[config.mk]
export PLATFORM = sky130hd
export DESIGN_NAME = ram_dp_sync_param
export DESIGN_NICKNAME = d
export VERILOG_FILES = /design/src/rtl/ram_dp_sync_param.sv
export SDC_FILE = /design/constraint.sdc
export NUM_CORES = 1
export LEC_CHECK = 0
export BUFFER_PORTS_ARGS = -buffer_cell sky130_fd_sc_hd__buf_2
export CAP_MARGIN = 30
export CORE_ASPECT_RATIO = 1.25
export CORE_UTILIZATION = 63
export DETAILED_ROUTE_END_ITERATION = 7
export MAX_ROUTING_LAYER = met4
export PLACE_DENSITY = 0.88
export SKIP_LAST_GASP = 1
export SYNTH_ARGS = -nofsm -noshare
export SYNTH_HDL_FRONTEND = slang
export SYNTH_SLANG_ARGS = --single-unit
[constraint.sdc]
create_clock -name clk -period 3.4 [get_ports clk]
set_input_delay 0.17 -clock clk [delete_from_list [all_inputs] [get_ports clk]]
set_output_delay 0.17 -clock clk [all_outputs]
set_load 0.02 [all_outputs]
[src/rtl/ram_dp_sync_param.sv]
// Parametrised true dual-port synchronous RAM with a shared clock.
// Each port (A, B) can read and write independently. The block also provides:
//   - a selectable same-port read-during-write mode,
//   - an optional output register,
//   - write-write collision detection,
//   - a reset-driven sequencer that zeroes every word.
module ram_dp_sync_param #(
  parameter int DATA_W     = 8,
  parameter int ADDR_W     = 4,
  parameter int RD_MODE    = 0,   // 0: write-first, 1: read-first (same port)
  parameter int OUT_REG    = 0,   // 1: extra output stage, read latency 2
  parameter int INIT_CLEAR = 1    // 1: zero the whole array after reset
) (
  input  logic              clk,
  input  logic              rst,
  input  logic              a_en,
  input  logic              a_we,
  input  logic [ADDR_W-1:0] a_addr,
  input  logic [DATA_W-1:0] a_din,
  output logic [DATA_W-1:0] a_dout,
  input  logic              b_en,
  input  logic              b_we,
  input  logic [ADDR_W-1:0] b_addr,
  input  logic [DATA_W-1:0] b_din,
  output logic [DATA_W-1:0] b_dout,
  output logic              init_busy,
  output logic              collision
);

  localparam int DEPTH = 2 ** ADDR_W;
  localparam logic [ADDR_W-1:0] LAST_ADDR = '1;

  typedef enum logic {
    ST_CLEAR,
    ST_RUN
  } state_t;

  state_t            state_reg, state_next;
  logic [ADDR_W-1:0] cnt_reg, cnt_next;
  logic              busy_reg, busy_next;
  logic              collision_reg;

  logic [DATA_W-1:0] mem [DEPTH];

  // Both ports are packed side by side, so the read path can be generated
  // once per port. Index 0 is port A and index 1 is port B.
  logic [1:0]             port_en;
  logic [1:0]             port_we;
  logic [1:0][ADDR_W-1:0] port_addr;
  logic [1:0][DATA_W-1:0] port_din;
  logic [1:0][DATA_W-1:0] port_dout;

  // Port accesses are accepted only while the RAM is idle. The RAM is not
  // idle while reset is asserted or while the clear sequence is running.
  logic access_ok;
  logic wr_a;
  logic wr_b;

  assign port_en   = {b_en, a_en};
  assign port_we   = {b_we, a_we};
  assign port_addr = {b_addr, a_addr};
  assign port_din  = {b_din, a_din};

  assign access_ok = !rst && !busy_reg;
  assign wr_a      = access_ok && a_en && a_we;
  assign wr_b      = access_ok && b_en && b_we;

  assign a_dout    = port_dout[0];
  assign b_dout    = port_dout[1];
  assign init_busy = busy_reg;
  assign collision = collision_reg;

  // Sequencer state: choose the start state and reload the clear counter on reset.
  always_ff @(posedge clk) begin
    if (rst) begin
      state_reg <= (INIT_CLEAR != 0) ? ST_CLEAR : ST_RUN;
      cnt_reg   <= '0;
      busy_reg  <= 1'b1;
    end else begin
      state_reg <= state_next;
      cnt_reg   <= cnt_next;
      busy_reg  <= busy_next;
    end
  end

  // Sequencer next state: walk every address once, then release the ports.
  // Busy drops on the same edge that clears the last word.
  always_comb begin
    state_next = state_reg;
    cnt_next   = cnt_reg;
    busy_next  = busy_reg;
    case (state_reg)
      ST_CLEAR: begin
        cnt_next  = cnt_reg + 1'b1;
        busy_next = 1'b1;
        if (cnt_reg == LAST_ADDR) begin
          state_next = ST_RUN;
          busy_next  = 1'b0;
        end
      end
      default: begin
        busy_next = 1'b0;
      end
    endcase
  end

  // Array writes. The clear sequencer owns the array while it runs.
  // Port A's write is issued last, so on a same-address double write
  // port A's data is the one that is stored.
  always_ff @(posedge clk) begin
    if (!rst) begin
      if (state_reg == ST_CLEAR) begin
        mem[cnt_reg] <= '0;
      end else begin
        if (wr_b) begin
          mem[b_addr] <= b_din;
        end
        if (wr_a) begin
          mem[a_addr] <= a_din;
        end
      end
    end
  end

  // Flag a same-address double write for exactly one cycle.
  always_ff @(posedge clk) begin
    if (rst) begin
      collision_reg <= 1'b0;
    end else begin
      collision_reg <= wr_a && wr_b && (a_addr == b_addr);
    end
  end

  genvar gi;
  generate
    for (gi = 0; gi < 2; gi++) begin : g_port
      logic [DATA_W-1:0] rd_q_reg;

      // First read stage. It holds its value while the port is disabled.
      // Reading mem here returns the pre-edge contents. A cross-port read of
      // a word being written in the same cycle therefore sees the old data.
      always_ff @(posedge clk) begin
        if (rst) begin
          rd_q_reg <= '0;
        end else if (access_ok && port_en[gi]) begin
          if ((RD_MODE == 0) && port_we[gi]) begin
            rd_q_reg <= port_din[gi];
          end else begin
            rd_q_reg <= mem[port_addr[gi]];
          end
        end
      end

      if (OUT_REG != 0) begin : g_out_reg
        logic [DATA_W-1:0] out_q_reg;

        // Output stage advances every cycle, so data already in flight
        // still completes after the port is disabled.
        always_ff @(posedge clk) begin
          if (rst) begin
            out_q_reg <= '0;
          end else begin
            out_q_reg <= rd_q_reg;
          end
        end

        assign port_dout[gi] = out_q_reg;
      end else begin : g_no_out_reg
        assign port_dout[gi] = rd_q_reg;
      end
    end
  endgenerate

endmodule

==> results.py <==
metrics = {
    "finish": {
        "num-fill-cells": 900,
        "largest_register": "mem",
        "final_cell_mix": "o21ai_0 (142), nand2_1 (133), edfxtp_1 (128)",
        "multi_input_area_um2": 4065,
        "nNetsFinal": 844,
        "postLayoutCellArea_um2": 9592,
        "final_common_cell": "o21ai_0",
        "area_growth_pct": 9.342,
        "seqCellArea_um2": 4304,
        "largest_register_ffs": 128,
        "layout-drive-gt1-share_pct": 20.58,
    },
    "placed_design": {
        "dp_slack_ps": 421.8,
        "port_buffers": 47,
        "place_hpwl_um": 18440,
        "routabilityCongestion": 1.061,
        "place_area_um2": 8986,
    },
    "timing": {
        "period_needed_ps": 2837,
        "slew_headroom_pct": 37.31,
        "postLayoutSetupSlackWorst_ps": 563.5,
        "period_share_pct": 83.43,
        "slew_viol_final": 0,
        "rsz0062_at_grt": "false",
        "skew_ps": 6.826,
        "worst_pin_slew_ps": 936.9,
        "setup_tns_ps": 0,
        "setup_violations": 0,
        "fmax_mhz": 352.5,
        "hold_viol": 0,
    },
    "floorplan": {
        "start_util_pct": 65.43,
        "rows": 47,
        "die_height_um": 133.9,
        "die-width_um": 107.5,
        "io_pins": 48,
        "die_area_um2": 14400,
        "design.core.area_um2": 13410,
    },
    "cts": {
        "max-clock-path-buffers": 2,
        "clk_pin_slew_ps": 60,
        "post-cts-setup-buffers": 0,
        "cts_resized": 0,
        "root_buffer": "clkbuf_16",
        "ctsHoldBuffers": 0,
        "cts_tree": "built",
        "clock-sinks": 151,
        "numCtsBuffers": 17,
        "h-tree-depth": 4,
        "clkLatencyLatePin_ps": 430,
    },
    "power": {
        "clockPowerShare_pct": 45.2,
        "powerDensity_nw_per_um2": 443.7,
        "internal_power_mw": 3.314,
        "p_comb_share_pct": 7.3,
        "leakage_nw": 3.657,
        "ir_drop_mv": 0.4169,
        "power_frac_seq_pct": 47.5,
        "swShare_pct": 22.13,
        "power_switching_mw": 0.9419,
    },
    "global_route": {
        "grt_overflow": 0,
        "grt_pass1_vias": 6703,
        "antenna_found_initial": 1,
        "grt_max_degree": 46,
        "grt_pass1_wl_um": 40040,
        "grt_usage_pct": 40.50,
    },
    "logic_synthesis": {
        "synthCells": 807,
        "synth.avg_cell_area_um2": 10.87,
        "ys_seq_area_share_pct": 49.07,
        "yosys_warnings": 0,
        "synth-seq-cells": 151,
        "syn_nets": 838,
        "yosysUniqueCellTypes": 47,
        "synthesis.area_um2": 8772,
    },
    "routing": {
        "via_per_inst": 7.234,
        "dr.pass1.iters": 8,
        "vias": 7220,
        "wire_per_inst_um": 27.12,
        "drcViolationCount": 0,
        "drt_iter0_markers": 1202,
        "wl_um": 27070,
        "ant_nets": 0,
    },
    "worst_setup_path": {
        "r2r_cells": 7,
        "path_class": "flop to flop",
        "endpoint_kind": "flop",
        "start_kind": "flop",
        "crit_required_ps": 3580,
        "cp_data_arrival_time_ps": 3020,
        "critPathMaxFanout": 16,
    },
    "min_path": {
        "whs_path_depth": 2,
        "holdCritPathClass": "primary input to flop",
    },
    "status": {
        "status": "finished clean",
    },
    "flow_run": {
        "cap_violations": 0,
    },
}
==> area by class of cell <==
type                            instances  area share (%)
Sequential cell                       151           44.87
Tap cell                              171           2.231
Inverter                               14          0.5479
Timing Repair Buffer                   63           3.757
Clock buffer                           19           4.513
Multi-Input combinational cell        566           42.38
Antenna cell                            1         0.02609
Clock inverter                         13           1.670
==> cells in the mapped netlist, drive strengths merged <==
cell type / count / area [um^2]
a2111oi: 8 / 70.07
a21oi: 10 / 50.05
a31oi: 5 / 31.28
and2: 8 / 50.05
and3: 4 / 25.02
and4: 1 / 10.01
buf: 35 / 195.2
clkbuf: 41 / 155.1
dfxtp: 23 / 460.4
edfxtp: 128 / 3844
ha: 1 / 12.51
inv: 14 / 52.55
mux2: 40 / 480.5
mux2i: 57 / 570.6
mux4: 32 / 720.7
nand2: 133 / 499.2
nand2b: 3 / 18.77
nand3: 3 / 27.53
nand3b: 4 / 42.54
nand4: 4 / 37.53
nand4b: 2 / 23.77
nor2: 25 / 93.84
nor2b: 4 / 25.02
nor3: 5 / 30.03
nor3b: 9 / 83.83
nor4: 8 / 50.05
o21ai: 143 / 715.7
o21bai: 2 / 15.01
o221ai: 8 / 70.07
o22ai: 35 / 219.0
or2: 2 / 12.51
or3: 3 / 18.77
xnor2: 5 / 43.79
xor2: 2 / 17.52
==> metrics by stage <==
step | std cells | total power, mW | util, % | hold WS (ps)
global route | 998 | 4.329 | 71.54 | 49.62
global placement | 962 | 2.341 | 66.98 | 436.4
floorplan | 807 | 2.251 | - | 374.2
detailed placement | 963 | 2.349 | 67.02 | 454.6
CTS | 995 | 4.230 | 71.44 | 35.08
finish | 998 | 4.256 | 71.54 | 51.18
==> layer usage <==
layer,track usage (%),routed length (um)
met1,49.45,9014
met2,58.58,12080
met3,11.42,3933
met4,26.79,2034
met5,-,0
==> logic make-up after synthesis <==
| kind of cell | count (synthesis) | synth area share [%] |
|---|---|---|
| AOI/OAI and AO/OA | 211 | 13.35 |
| buffers and inverters | 90 | 4.593 |
| and+or+nand+nor | 218 | 11.95 |
| xor gates and xnor gates | 7 | 0.6989 |
| adders and majority gates | 1 | 0.1426 |
| muxes | 129 | 20.20 |
| DFF | 151 | 49.07 |
==> power groups by stage <==
| stage | clock network, mW | logic (mW) | registers, mW |
|---|---|---|---|
| 2_1_floorplan | 0 | 0.202 | 2.05 |
| 3_3_place_gp | 0 | 0.286 | 2.06 |
| 3_5_place_dp | 0 | 0.292 | 2.06 |
| 4_1_cts | 1.92 | 0.296 | 2.02 |
| 5_1_grt | 1.99 | 0.319 | 2.02 |
| 6_report | 1.93 | 0.311 | 2.02 |
==> path summary, 6_finish.rpt <==
check                                 end                    from  slack (ps)
setup reg to reg      mem[9][1]$_DFFE_PP_    init_busy$_SDFF_PP1_         560
hold reg to reg    b_dout[0]$_SDFFE_PP0N_  b_dout[0]$_SDFFE_PP0N_         470
hold / removal    cnt_reg[1]$_SDFFE_PP0N_                     rst          50
setup / recovery      mem[9][1]$_DFFE_PP_    init_busy$_SDFF_PP1_         560
==> worst max-delay path: stages (launching register included) <==
cell     delay (ps)
dfxtp_1         360
nor3b_1         220
buf_4           200
and3_1          500
nor3b_1         100
a31oi_1         570
o21ai_0         370
buf_2           270
(Power assumes the default switching activity.)
